===== src/rtl/div_pkg.sv =====
// Shared definitions for the restoring-division controller: FSM states and
// the register-mode codes driven to the external shift registers.
package div_pkg;

  typedef enum logic [2:0] {
    ST_IDLE = 3'd0,
    ST_LOAD = 3'd1,
    ST_CHK  = 3'd2,
    ST_ITER = 3'd3,
    ST_DONE = 3'd4
  } state_t;

  localparam logic [1:0] HOLD = 2'd0;
  localparam logic [1:0] LOAD = 2'd1;
  localparam logic [1:0] SHL  = 2'd2;
  localparam logic [1:0] SHR  = 2'd3;

endpackage


===== src/rtl/div_cnt.sv =====
// Iteration counter: loadable, decrements toward zero without wrapping, and
// flags the final iteration.
module div_cnt #(
  parameter int CW = 4
) (
  input  logic          clk,
  input  logic          clr_n,
  input  logic          i_load,
  input  logic          i_dec,
  input  logic [CW-1:0] i_load_val,
  output logic          o_last
);

  logic [CW-1:0] r_cnt;

  // NOTE: sequential state uses non-blocking assignments only, so every
  // register samples the pre-edge values of its neighbours.
  always_ff @(posedge clk) begin
    if (!clr_n) begin
      r_cnt <= '0;
    end else if (i_load) begin
      r_cnt <= i_load_val;
    end else if (i_dec && (r_cnt != '0)) begin
      r_cnt <= r_cnt - CW'(1);
    end
  end

  assign o_last = (r_cnt == CW'(1));

endmodule


===== src/rtl/div_ctrl.sv =====
// Control FSM for an N-bit restoring divider; the A/Q/B registers and the
// subtractor live outside and are steered through the sel_* mode codes.
module div_ctrl #(
  parameter int N  = 8,
  parameter int CW = $clog2(N + 1)
) (
  input  logic       clk,
  input  logic       clr_n,
  input  logic       start,
  input  logic       ge,
  input  logic       dz,
  output logic [1:0] sel_a,
  output logic [1:0] sel_q,
  output logic [1:0] sel_b,
  output logic       a_src,
  output logic       qbit,
  output logic       busy,
  output logic       done,
  output logic       dz_err
);

  import div_pkg::*;

  state_t r_state;
  state_t w_next;
  logic   r_dz;
  logic   w_cnt_load;
  logic   w_cnt_dec;
  logic   w_last;

  div_cnt #(.CW(CW)) u_cnt (
    .clk        (clk),
    .clr_n      (clr_n),
    .i_load     (w_cnt_load),
    .i_dec      (w_cnt_dec),
    .i_load_val (CW'(N)),
    .o_last     (w_last)
  );

  always_ff @(posedge clk) begin
    if (!clr_n) begin
      r_state <= ST_IDLE;
      r_dz    <= 1'b0;
    end else begin
      r_state <= w_next;
      // Remembers which path reached DONE so dz_err stays a pure state decode.
      if (r_state == ST_CHK) begin
        r_dz <= dz;
      end
    end
  end

  // NOTE: every output gets a default before the case, so no path through
  // this block can leave a signal unassigned and infer a latch.
  always_comb begin
    w_next     = r_state;
    sel_a      = HOLD;
    sel_q      = HOLD;
    sel_b      = HOLD;
    a_src      = 1'b0;
    qbit       = 1'b0;
    busy       = (r_state != ST_IDLE);
    done       = 1'b0;
    dz_err     = 1'b0;
    w_cnt_load = 1'b0;
    w_cnt_dec  = 1'b0;

    case (r_state)
      ST_IDLE: begin
        if (start) w_next = ST_LOAD;
      end
      ST_LOAD: begin
        sel_a      = LOAD;
        sel_q      = LOAD;
        sel_b      = LOAD;
        w_cnt_load = 1'b1;
        w_next     = ST_CHK;
      end
      ST_CHK: begin
        w_next = dz ? ST_DONE : ST_ITER;
      end
      ST_ITER: begin
        sel_q     = SHL;
        qbit      = ge;
        sel_a     = ge ? LOAD : SHL;
        a_src     = ge;
        w_cnt_dec = 1'b1;
        if (w_last) w_next = ST_DONE;
      end
      ST_DONE: begin
        done   = 1'b1;
        dz_err = r_dz;
        w_next = ST_IDLE;
      end
      default: begin
        busy   = 1'b0;
        w_next = ST_IDLE;
      end
    endcase
  end

endmodule

===== config.mk =====
export PLATFORM = sky130hd
export DESIGN_NAME = div_ctrl
export DESIGN_NICKNAME = d
export VERILOG_FILES = /design/src/rtl/div_pkg.sv /design/src/rtl/div_cnt.sv /design/src/rtl/div_ctrl.sv
export SDC_FILE = /design/constraint.sdc
export NUM_CORES = 1
export LEC_CHECK = 0
export ABC_AREA = 1
export CAP_MARGIN = 30
export CORE_AREA = 4 4 41 43
export CTS_BUF_LIST = sky130_fd_sc_hd__clkbuf_16
export DETAILED_ROUTE_END_ITERATION = 10
export DIE_AREA = 0 0 45 47
export GPL_ROUTABILITY_DRIVEN = 0
export PLACE_DENSITY_LB_ADDON = 0.12
export RECOVER_POWER = 100
export SLEW_MARGIN = 20
export SYNTH_ARGS = -nofsm -noshare
export SYNTH_HDL_FRONTEND = slang
export SYNTH_SLANG_ARGS = --single-unit

===== constraint.sdc =====
create_clock -name clk -period 2.13 [get_ports clk]
set_input_delay 0.5325 -clock clk [delete_from_list [all_inputs] [get_ports clk]]
set_output_delay 0.5325 -clock clk [all_outputs]
set_load 0.1 [all_outputs]

==> key figures <==
Outcome
  – Status: finished, final reports clean

Logic synthesis
  – Sequential area share after synthesis: 30.33%
  – Seq cells post-synth: 8
  – Synth unique cells: 22
  – XOR/XNOR share of the synthesized area: 0%
  – Synth Warn #: 0
  – Post-Syn Nets: 86
  – EDFF count, synth: 0
  – Synth Area in Compound Gates: 8.294%
  – Post-Synthesis Cells: 79
  – Synth Area in Simple Gates: 38.15%
  – Adder-cell share of the synthesized area: 4.739%
  – Multiplexer share of the synthesized area: 0%
  – Largest family of logic cells by synthesized area: simple AND/OR/NAND/NOR gates
  – Post-synth top flop: dfxtp_1
  – Cell Area, Synth: 528.0 sq um
  – Syn_area_per_cell: 6.684 sq um
  – Async set-reset flop share out of synthesis: 0%

Floorplan
  – Core Footprint: 1301 sq um
  – Die X: 45 um
  – Die ar.: 2115 sq um
  – IO Count: 16
  – Die height: 47 um
  – Starting Density: 40.58%
  – # rows: 13

Final layout
  – Post-route cell area: 793.3 sq um
  – Commonest non-fill, non-tap cell in the layout: nand2_1
  – Most frequent cells in the layout: nand2_1 (15), inv_1 (14), nand3_1 (7)
  – Non-filler cells in the finished layout: 108
  – Ant diodes: 0
  – NumNets Final: 102
  – Area Overhead vs Synth: 50.24%
  – Share of cells above drive strength 1: 31.18%

Placed design
  – DP Wirelength: 851.4 um
  – Port Buffer Count: 14
  – Placed instance count: 105
  – Placed inst area: 807.0 sq um

Clock network
  – CTS Buffer Depth: 2
  – Clock Latency Late Sink: 0.23 ns
  – Clock Sinks: 8
  – Post-CTS Setup Inserts: 0
  – CTS tree: yes
  – Post-CTS Hold Fix Bufs: 0
  – Clk pin slew, worst setup/hold paths: 0.04 ns
  – Clock root buffer: clkbuf_16
  – PostCTS Resize Cnt: 0
  – Total CTS buffers: 3
  – # H-tree levels: 1

GRT
  – Overall Global Routing Usage: 12.36%
  – Vias in the first global route: 469
  – Initial antenna violation count: 0
  – Grt total ovfl: 0
  – Largest net degree at the start of global routing: 7
  – First-pass GRT wire length: 1.807 mm

Routing
  – DR vias: 517
  – Routed len/inst: 9.935 um
  – Pre-Repair DR Iteration Count: 4
  – Drt initial violations: 7
  – Final ANT Viol Nets: 0
  – Avg Vias per Cell: 4.787
  – Drt total wl: 1.073 mm
  – DRC Markers: 0

Power and ir drop
  – Pwr dens: 1222 nW/um^2
  – LEAKAGE: 0.3768 nW
  – Worst IR Drop VDD: 708.1 uV

Worst setup path
  – Slowest stage cell, crit path: clkdlybuf4s50_1
  – Arr. time, crit path: 1.51 ns
  – Worst EP required: 1.60 ns
  – Setup Crit Path Kind: in2out
  – Critical path peak fanout: 2
  – Crit path capture type: primary output
  – Max incr delay on CP: 0.50 ns
  – CP cell instances: clkdlybuf4s50_1 -> inv_1 -> o21ai_4 -> buf_6
  – CP Launch Type: input pin

STA
  – RSZ-0062 raised after global routing: no
  – Clock skew: 0.0003372 ns
  – Final Max Tran Viols: 0
  – F_max: 489.5 MHz
  – Slew Limit Headroom: 63.97%
  – Slew @ Worst Pin: 0.5427 ns
  – Hold slack: 0.5099 ns
  – Period utilisation layout: 95.92%
  – Final setup violation count: 0
  – Fin crit period: 2.043 ns
  – Final Hold Fails: 0

Worst hold path
  – Hold crit path type: reg2reg

Run
  – Max-cap violations: 0
[synthesized netlist by cell type (2+ instances only)]
master / count / area [sq um]
inv_1: 15 / 56.30
nand2_1: 14 / 52.55
nor3_1: 3 / 15.01
nand3_2: 2 / 20.02
nor3_2: 2 / 20.02
dfxtp_1: 8 / 160.2
ha_1: 2 / 25.02
nor2_1: 9 / 33.78
nand3_1: 5 / 25.02
a21oi_1: 3 / 15.01
inv_2: 3 / 11.26
buf_4: 3 / 22.52
[through the flow]
stage | power (mW) | setup WS (ns) | util, % | TNS (ns)
2_1_floorplan | 0.5471 | -0.3310 | - | -0.8430
3_3_place_gp | 0.6913 | 0.1359 | 62.02 | 0
3_5_place_dp | 0.6957 | 0.1078 | 62.02 | 0
4_1_cts | 1.019 | 0.09993 | 67.79 | 0
5_1_grt | 1.017 | 0.04337 | 60.96 | 0
6_report | 0.9693 | 0.08700 | 60.96 | 0
[per-layer routing]
| metal | vias to the layer above | GRT usage, % | routed length, um |
|---|---|---|---|
| li1 | 268 | - | - |
| met1 | 224 | 13.99 | 461 |
| met2 | 20 | 17.80 | 449 |
| met3 | 5 | 5.364 | 124 |
| met4 | 0 | 10.53 | 38 |
| met5 | - | 0 | 0 |
[final cells by class]
cell class	instances	area (sq um)
flip-flops and latches	8	162.7
clock buffers	3	75.07
repair buffers	14	171.4
fillers	128	508.0
multi-input cells	49	291.5
inverters	19	73.82
well taps	15	18.77
[critical path, delay by kind of cell]
kind                   cells  cell delay (ns)
AOI/OAI and AO/OA          1             0.13
buffers and inverters      3             0.84
[report_power, final]
group	total, mW	switching, mW	leakage, nW	internal, mW
Sequential	0.186	0.0147	0.0659	0.171
Clock	0.314	0.0723	0.0370	0.242
Combinational	0.469	0.333	0.274	0.137
[sequential cells by signal, summed over array words and instances, names as in the netlist]
signal       cells
u_cnt.r_cnt      4
r_state          3
r_dz             1
[final timing paths]
check	startpoint	end	slack (ns)	depth (start not counted)
worst max register to register	u_cnt.r_cnt[0]	u_cnt.r_cnt[1]	0.79	8
worst min register to register	u_cnt.r_cnt[0]	u_cnt.r_cnt[0]	0.51	2
worst min-delay path	u_cnt.r_cnt[0]	u_cnt.r_cnt[0]	0.51	2
worst max-delay path	ge	sel_a[0]	0.09	4
[kinds of logic (layout without fill, tap and decap cells)]
logic type,Yosys count,after routing
AND/OR/NAND/NOR,39,39
other,1,1
flip-flops,8,8
buffers and inverters,22,36
AO/OA/AOI/OAI,7,7
adder cells (fa/ha/maj),2,2
Power figures use the tool's default switching activity.
